--- config.mk ---
export PLATFORM = sky130hd
export DESIGN_NAME = hazard_ctrl
export DESIGN_NICKNAME = d
export VERILOG_FILES = /design/src/rtl/hazard_pkg.sv /design/src/rtl/hazard_fwd.sv /design/src/rtl/hazard_ctrl.sv
export SDC_FILE = /design/constraint.sdc
export NUM_CORES = 1
export LEC_CHECK = 0
export CORE_MARGIN = 2
export CORE_UTILIZATION = 25
export DETAILED_ROUTE_END_ITERATION = 10
export PLACE_DENSITY = 0.56
export RECOVER_POWER = 100
export SETUP_SLACK_MARGIN = 0.4
export SYNTH_ARGS = -nofsm -noshare
export SYNTH_HDL_FRONTEND = slang
export SYNTH_HIERARCHICAL = 1
export SYNTH_SLANG_ARGS = --single-unit
--- constraint.sdc ---
create_clock -name clk -period 3.1 [get_ports clk]
set_input_delay 0.775 -clock clk [delete_from_list [all_inputs] [get_ports clk]]
set_output_delay 0.775 -clock clk [all_outputs]
set_load 0.01 [all_outputs]
--- src/rtl/hazard_pkg.sv ---
`default_nettype none
// ============================================================================
// hazard_pkg : shared state, forwarding-select and register constants
// Rev 1.0
// ============================================================================
package hazard_pkg;

   typedef enum logic [1:0] {
      BOOT    = 2'd0,
      RUN     = 2'd1,
      MEMWAIT = 2'd2
   } state_e;

   localparam logic [1:0] FWD_RF = 2'b00;
   localparam logic [1:0] FWD_W  = 2'b01;
   localparam logic [1:0] FWD_M  = 2'b10;

   localparam logic [4:0] REG_ZERO = 5'd0;

endpackage
`default_nettype wire

--- src/rtl/hazard_fwd.sv ---
`default_nettype none
// ============================================================================
// hazard_fwd : forwarding select for one Execute-stage source operand
// Rev 1.0
// ============================================================================
module hazard_fwd
   import hazard_pkg::*;
(
   input  logic [4:0] rs_e,
   input  logic [4:0] rd_m,
   input  logic       reg_write_m,
   input  logic [4:0] rd_w,
   input  logic       reg_write_w,
   output logic [1:0] fwd
);

   // Memory stage holds the younger result, so it wins over Writeback.
   always_comb begin
      fwd = FWD_RF;
      if (reg_write_m && (rd_m != REG_ZERO) && (rd_m == rs_e)) begin
         fwd = FWD_M;
      end else if (reg_write_w && (rd_w != REG_ZERO) && (rd_w == rs_e)) begin
         fwd = FWD_W;
      end
   end

endmodule
`default_nettype wire

--- src/rtl/hazard_ctrl.sv ---
`default_nettype none
// ============================================================================
// hazard_ctrl : forwarding, stall/flush, boot flush, data-memory wait control
// Rev 1.0
// ============================================================================
module hazard_ctrl
   import hazard_pkg::*;
#(
   parameter int BOOT_CYCLES = 4,
   parameter int MEM_TIMEOUT = 16,
   parameter int CNT_WIDTH   = 16
)(
   input  logic                 clk,
   input  logic                 rst,
   input  logic [4:0]           Rs1D,
   input  logic [4:0]           Rs2D,
   input  logic [4:0]           Rs1E,
   input  logic [4:0]           Rs2E,
   input  logic [4:0]           RdE,
   input  logic [4:0]           RdM,
   input  logic [4:0]           RdW,
   input  logic                 ResultSrcE0,
   input  logic                 RegWriteM,
   input  logic                 RegWriteW,
   input  logic                 PCSrcE,
   input  logic                 MemAccessM,
   input  logic                 MemAckM,
   output logic                 MemReqM,
   output logic [1:0]           ForwardAE,
   output logic [1:0]           ForwardBE,
   output logic                 StallF,
   output logic                 StallD,
   output logic                 StallE,
   output logic                 StallM,
   output logic                 FlushD,
   output logic                 FlushE,
   output logic                 FlushW,
   output logic                 MemErr,
   output logic [CNT_WIDTH-1:0] StallCnt,
   output logic [CNT_WIDTH-1:0] FlushCnt
);

   localparam int BOOT_W = (BOOT_CYCLES > 1) ? $clog2(BOOT_CYCLES) : 1;
   localparam int WAIT_W = $clog2(MEM_TIMEOUT);
   localparam logic [BOOT_W-1:0] BOOT_LAST = BOOT_W'(BOOT_CYCLES - 1);
   localparam logic [WAIT_W-1:0] WAIT_LAST = WAIT_W'(MEM_TIMEOUT - 1);

   state_e               state_q, state_d;
   logic [BOOT_W-1:0]    boot_q, boot_d;
   logic [WAIT_W-1:0]    wait_q, wait_d;
   logic                 mem_err_q, mem_err_d;
   logic [CNT_WIDTH-1:0] stall_cnt_q, stall_cnt_d;
   logic [CNT_WIDTH-1:0] flush_cnt_q, flush_cnt_d;

   logic [1:0] fwd_a, fwd_b;
   logic       lw_stall, mem_timeout, mem_hold, active;

   hazard_fwd u_fwd_a (
      .rs_e(Rs1E), .rd_m(RdM), .reg_write_m(RegWriteM),
      .rd_w(RdW), .reg_write_w(RegWriteW), .fwd(fwd_a)
   );

   hazard_fwd u_fwd_b (
      .rs_e(Rs2E), .rd_m(RdM), .reg_write_m(RegWriteM),
      .rd_w(RdW), .reg_write_w(RegWriteW), .fwd(fwd_b)
   );

   assign active      = (state_q != BOOT);
   assign lw_stall    = ResultSrcE0 && (RdE != REG_ZERO) && ((RdE == Rs1D) || (RdE == Rs2D));
   assign mem_timeout = (wait_q == WAIT_LAST);
   // A pending memory access freezes everything; ack or timeout releases it.
   assign mem_hold    = ((state_q == RUN) && MemAccessM && !MemAckM) ||
                        ((state_q == MEMWAIT) && !MemAckM && !mem_timeout);

   always_ff @(posedge clk or negedge rst) begin
      if (!rst) begin
         state_q     <= BOOT;
         boot_q      <= '0;
         wait_q      <= '0;
         mem_err_q   <= 1'b0;
         stall_cnt_q <= '0;
         flush_cnt_q <= '0;
      end else begin
         state_q     <= state_d;
         boot_q      <= boot_d;
         wait_q      <= wait_d;
         mem_err_q   <= mem_err_d;
         stall_cnt_q <= stall_cnt_d;
         flush_cnt_q <= flush_cnt_d;
      end
   end

   always_comb begin
      state_d     = state_q;
      boot_d      = boot_q;
      wait_d      = '0;
      mem_err_d   = mem_err_q;
      stall_cnt_d = stall_cnt_q;
      flush_cnt_d = flush_cnt_q;
      case (state_q)
         BOOT: begin
            if (boot_q == BOOT_LAST) state_d = RUN;
            else                     boot_d  = boot_q + 1'b1;
         end
         RUN: begin
            if (MemAccessM && !MemAckM) state_d = MEMWAIT;
         end
         MEMWAIT: begin
            if (MemAckM) begin
               state_d = RUN;
            end else if (mem_timeout) begin
               state_d   = RUN;
               mem_err_d = 1'b1;
            end else begin
               wait_d = wait_q + 1'b1;
            end
         end
         default: state_d = BOOT;
      endcase
      // Outside BOOT, FlushD is raised only by a taken branch.
      if (active && StallF && (stall_cnt_q != {CNT_WIDTH{1'b1}}))
         stall_cnt_d = stall_cnt_q + 1'b1;
      if (active && FlushD && (flush_cnt_q != {CNT_WIDTH{1'b1}}))
         flush_cnt_d = flush_cnt_q + 1'b1;
   end

   always_comb begin
      StallF    = 1'b0;
      StallD    = 1'b0;
      StallE    = 1'b0;
      StallM    = 1'b0;
      FlushD    = 1'b0;
      FlushE    = 1'b0;
      FlushW    = 1'b0;
      MemReqM   = (state_q == MEMWAIT) || ((state_q == RUN) && MemAccessM);
      ForwardAE = active ? fwd_a : FWD_RF;
      ForwardBE = active ? fwd_b : FWD_RF;
      if (!active) begin
         StallF = 1'b1;
         FlushD = 1'b1;
         FlushE = 1'b1;
      end else if (mem_hold) begin
         StallF = 1'b1;
         StallD = 1'b1;
         StallE = 1'b1;
         StallM = 1'b1;
         FlushW = 1'b1;
      end else if (PCSrcE) begin
         FlushD = 1'b1;
         FlushE = 1'b1;
      end else if (lw_stall) begin
         StallF = 1'b1;
         StallD = 1'b1;
         FlushE = 1'b1;
      end
   end

   assign MemErr   = mem_err_q;
   assign StallCnt = stall_cnt_q;
   assign FlushCnt = flush_cnt_q;

endmodule
`default_nettype wire

# After elaboration in Yosys (flattened, before gate mapping)
# Index checks and enable logic that the tools add are counted.
# op_classes
n_addsub,4
eq_ne,15
n_mux,27
bitwise_logic,2
n_reduce_logical,30
# ops
op,n
$add A16 B1 Y16 const B,2
$ne A16 B16 Y1 const B,2
$eq A5 B5 Y1,6
$logic_and A1 B1 Y1,17
$mux W2,8
$mux W1,15
$reduce_bool A5 Y1,3
$mux W4,3
$pmux W2 S3,1
$reduce_and A3 Y1,2
$add A4 B1 Y4 const B,1
$eq A2 B2 Y1 const B,2
$eq A4 B4 Y1 const B,1
$ne A2 B2 Y1 const B,2
$logic_or A1 B1 Y1,3
$ne A3 B3 Y1 const B,1
$add A2 B1 Y2 const B,1
$eq A2 B1 Y1 const B,1
$logic_not A1 Y1,2
$logic_not A2 Y1,1
$not A1 Y1,2
$reduce_and A2 Y1,1
$reduce_bool A2 Y1,1
# totals
ff_bits,41
word_cells,84

# Logic depth before layout (Yosys ltp)
# depth
word_depth,9
ltp_mapped,9
depth_no_buf,8

# Modules after synthesis
# The synthesis kept the hierarchy.
# by_module_without_submodules
module,n_inst,cells_per_inst,area_each_um2,seq_area_each_um2
hazard_ctrl,1,197,2122.0,1026.0
hazard_fwd,2,20,151.4,0.0

# Worst setup path after synthesis
# Ideal clock, no wire load.
# synth_path
path_type,input-to-output
from,input RdE[1]
to,output StallD
arrival_time_ns,1.881
required_time_ns,2.325
slack_ns,0.444
cell_stages,5
path_buffers,0
path_cell_list,or4_1 o21ai_0 inv_1 a21oi_1 nor2_1
# synth_between
elab_chain_len,7
word_cells_on_any_way,10
cone_classes,2 x eq/ne; 4 x mux; 4 x reduce/logical
# synth_lines
item,line_no,rtl
"start, declared",hazard_ctrl.sv:19,"input logic [4:0] RdE,"
$eq A5 B5 Y1 or $reduce_bool A5 Y1 (tied branches),hazard_ctrl.sv:69,assign lw_stall = ResultSrcE0 && (RdE != REG_ZERO) && ((RdE == Rs1D) || (RdE == Rs2D));
$logic_or A1 B1 Y1 or $logic_and A1 B1 Y1 (tied branches),hazard_ctrl.sv:69,
$logic_and A1 B1 Y1 (*),hazard_ctrl.sv:69,
$mux W1 (*),hazard_ctrl.sv:151,end else if (lw_stall) begin
$mux W1 (*),hazard_ctrl.sv:148,end else if (PCSrcE) begin
$mux W1 (*),hazard_ctrl.sv:142,end else if (mem_hold) begin
$mux W1 (*),hazard_ctrl.sv:138,if (!active) begin
"end, declared",hazard_ctrl.sv:32,"output logic StallD,"
# Mark *: on every way between the ends. The rest lies on a longest branch, timed or not.

# Final worst setup path
# layout_path
from,input RdE[3]
to,output StallD
# Same word-level chain as after synthesis.

==> flow_summary_export.csv <==
group,metric,value,unit
place,place_area,3550,sq um
place,portBuffers,87,
worst_hold_path,hp-start,"wait_q[0]",
worst_hold_path,whs_endpoint,"wait_q[0]",
cells_and_area,layout-drive-gt1-share,19.1,%
synthesis,synthCells,237,
setup_path,crit_family,"simple AND/OR/NAND/NOR gates",
worst_hold_path,min_path_type,"reg2reg",
route,dr.first_iter.drc_count,66,
route,ant_nets,0,
sta,fmax,0.354,GHz
setup_path,r2r_slack,0.53,ns
synthesis,ys_ff_latch,41,
grt,gr-usage-all-layers,11.9,%
cells_and_area,area_growth,48.4,%
setup_path,cp.required,2.32,ns
cells_and_area,nFillCells,976,
synthesis,synth.distinct_cells,38,
synthesis,synthFlopType,"dfrtp_1",
floorplanning,die_x,102,um
clock_tree,clk_pin_slew,0.07,ns
cells_and_area,multiInputGateArea,1400,sq um
cells_and_area,final_design_area_no_fill,3600,sq um
flow_run,drv_cap,1,
run_status,violations,"capacitance limit, slew limit",
route,vias,2119,
sta,post-route-period-util,91.1,%
synthesis,yosysWarnings,6,
setup_path,slowest_stage,"or4_4",
sta,slew_viol_final,42,
cells_and_area,regArea,1030,sq um
synthesis,synth.yosys.seq_area_share,42.3,%
clock_tree,cts_sinks,41,
floorplanning,start_util,26.0,%
route,first_pass_iters,4,
grt,gr-total-overflow,0,
setup_path,worstSetupStartpointType,"input pin",
power_and_ir_drop,power.total,1.76,mW
sta,fin_worst_skew,0.00143,ns
place,place_congestion,0.739,
grt,grt_start_max_net_pins,42,
setup_path,reg2reg_to,"StallCnt[1]",
sta,fin_crit,2.83,ns
sta,rsz0062_at_grt,"true",
sta,relSlewSlack,-49.1,%
synthesis,avgSynthCellArea,10.2,sq um
floorplanning,rows,35,
route,avgViaCountPerCell,4.42,
setup_path,endpoint_kind,"output pin",
route,wl,6290,um
clock_tree,cts_hold_buf,0,
sta,finalSetupViolCount,0,
cells_and_area,layout_common_cells,"xnor2_1, dfrtp_1, dlygate4sd3_1",
cells_and_area,diodes,0,
grt,grt_pass1_vias,2166,
clock_tree,root_buffer,"clkbuf_8",
setup_path,crit_type,"in2out",
clock_tree,htreeDepth,2,
worst_hold_path,whs_path_depth,1,
cells_and_area,final_common_cell,"xnor2_1",
synthesis,syn_area,2420,sq um
synthesis,synth_enable_flop_cells,0,
route,post_drt_wl_per_cell,13.1,um
power_and_ir_drop,ir_drop,0.356,mV
clock_tree,clk_path_buf_depth,2,
floorplanning,core,9330,sq um
setup_path,critPathArrivalTime,2.05,ns
floorplanning,die-area,10500,sq um
setup_path,critPathMaxFanout,2,
grt,grt_pass1_wl,10100,um
floorplanning,num_io_pins,88,
setup_path,r2r_start,"state_q[1]",
sta,worst_pin_slew,2.24,ns
run_status,status,"finished, violations left",
power_and_ir_drop,power_density,489,nW/um^2
place,dpl.hpwl,4680,um
setup_path,worstPathCellList,"buf_6 > or4_4 > o21ai_2 > inv_2 > a21oi_1 > nor2_2 > buf_2",
grt,antenna_found_initial,0,
clock_tree,cts_tree,"built",
cells_and_area,layout.nets,397,
floorplanning,dieHeight,102,um
power_and_ir_drop,leakage,1.57,nW
setup_path,crit_buf_inv,3,
clock_tree,cts_buffers,5,
synthesis,synth_nets,284,
setup_path,rr_worst_depth,8,
clock_tree,clock_latency,0.28,ns
sta,hold_violations,0,
synthesis,async_flop_share,100,%
route,drc,0,
setup_path,slowest_delay,0.52,ns
-- layer usage --
| metal | wire (um) | track usage [%] | vias up | share of wire [%] |
|---|---|---|---|---|
| li1 | - | - | 1063 | - |
| met1 | 2790 | 15.6 | 997 | 44 |
| met2 | 3010 | 20.0 | 57 | 48 |
| met3 | 469 | 3.08 | 2 | 7.5 |
| met4 | 24 | 2.56 | 0 | 0.38 |
| met5 | 0 | 0 | - | 0 |
-- report_power, final --
| group | leakage, nW | switching (mW) | total [mW] | internal [mW] |
|---|---|---|---|---|
| clock | 0.0443 | 0.168 | 0.345 | 0.177 |
| combinational | 0.985 | 0.313 | 0.665 | 0.353 |
| sequential | 0.545 | 0.123 | 0.749 | 0.627 |
| total | 1.57 | 0.603 | 1.76 | 1.16 |
-- logic make-up (layout without fill, tap and decap cells) --
group                      after synthesis  count (layout)  synth area share, %
and+or+nand+nor                        103             103                 23.9
xor gates and xnor gates                58              58                 20.9
DFF                                     41              41                 42.3
AOI/OAI and AO/OA                       21              21                 7.69
buffers and inverters                    7             120                 1.70
adders and majority gates                4               4                 2.06
muxes                                    3               3                 1.39
-- cell usage after synthesis, types with 2 or more instances --
library cell  instances  share of area, %
a211oi_2              2               1.0
a21o_1                2              0.62
a21oi_1               5               1.0
and2_1                2              0.52
and2b_1               4               1.2
and3_1                4               1.0
and4_1                3               1.1
buf_4                 2              0.62
dfrtp_1              41                42
ha_1                  4               2.1
inv_1                 4              0.62
mux2_2                3               1.4
nand2_1              24               3.7
nand3_1              17               3.5
nand4_1              14               3.6
nor2_1               15               2.3
nor3_1                6               1.2
nor3_2                2              0.83
nor4_1                2              0.52
o21ai_0               4              0.83
o21bai_1              2              0.62
o41ai_2               2               1.3
or3_1                 2              0.52
xnor2_1              47                17
xor2_1               11               4.0
-- through the flow --
step	hold slack (ns)	setup slack, ns	cells	TNS, ns	util (%)
after floorplan	0.433	0.444	237	0	-
after global placement	0.441	-0.527	466	-3.08	38.0
after detailed placement	0.446	-0.534	466	-3.15	38.0
after CTS	0.457	0.306	478	0	39.3
after global routing	0.477	0.160	479	0	38.6
final	0.463	0.275	479	0	38.6
-- area by class of cell --
cell class	count	share of cell area, %
Multi-Input combinational cell	189	38.9
Sequential cell	41	28.5
Timing Repair Buffer	109	25.3
Tap cell	129	4.49
Clock buffer	7	2.40
Inverter	4	0.417
-- sequential cells by signal, indices dropped and copies added (netlist names) --
name,flops
FlushCnt,16
StallCnt,16
wait_q,4
boot_q,2
state_q,2
MemErr,1
-- worst max path at each step --
stage	startpoint	to	slack [ns]	cells past startpoint
6_report	RdE[3]	StallD	0.27	7
4_1_cts	RdE[3]	StallD	0.31	7
5_1_grt	RdE[3]	StallD	0.16	7
3_5_place_dp	RdE[2]	StallD	-0.53	7
2_1_floorplan	RdE[1]	StallD	0.44	5
3_3_place_gp	RdE[2]	StallD	-0.53	7
-- what timing repair did --
| item | 4_1_cts | 5_1_grt |
|---|---|---|
| setup endpoints to repair | 26 | 23 |
| buffers inserted | 5 | 1 |
| cloned | 0 | 0 |
| pin swaps | 41 | 23 |
| resized for setup | 138 | 29 |
No activity file was read; power rests on OpenSTA's default activity.
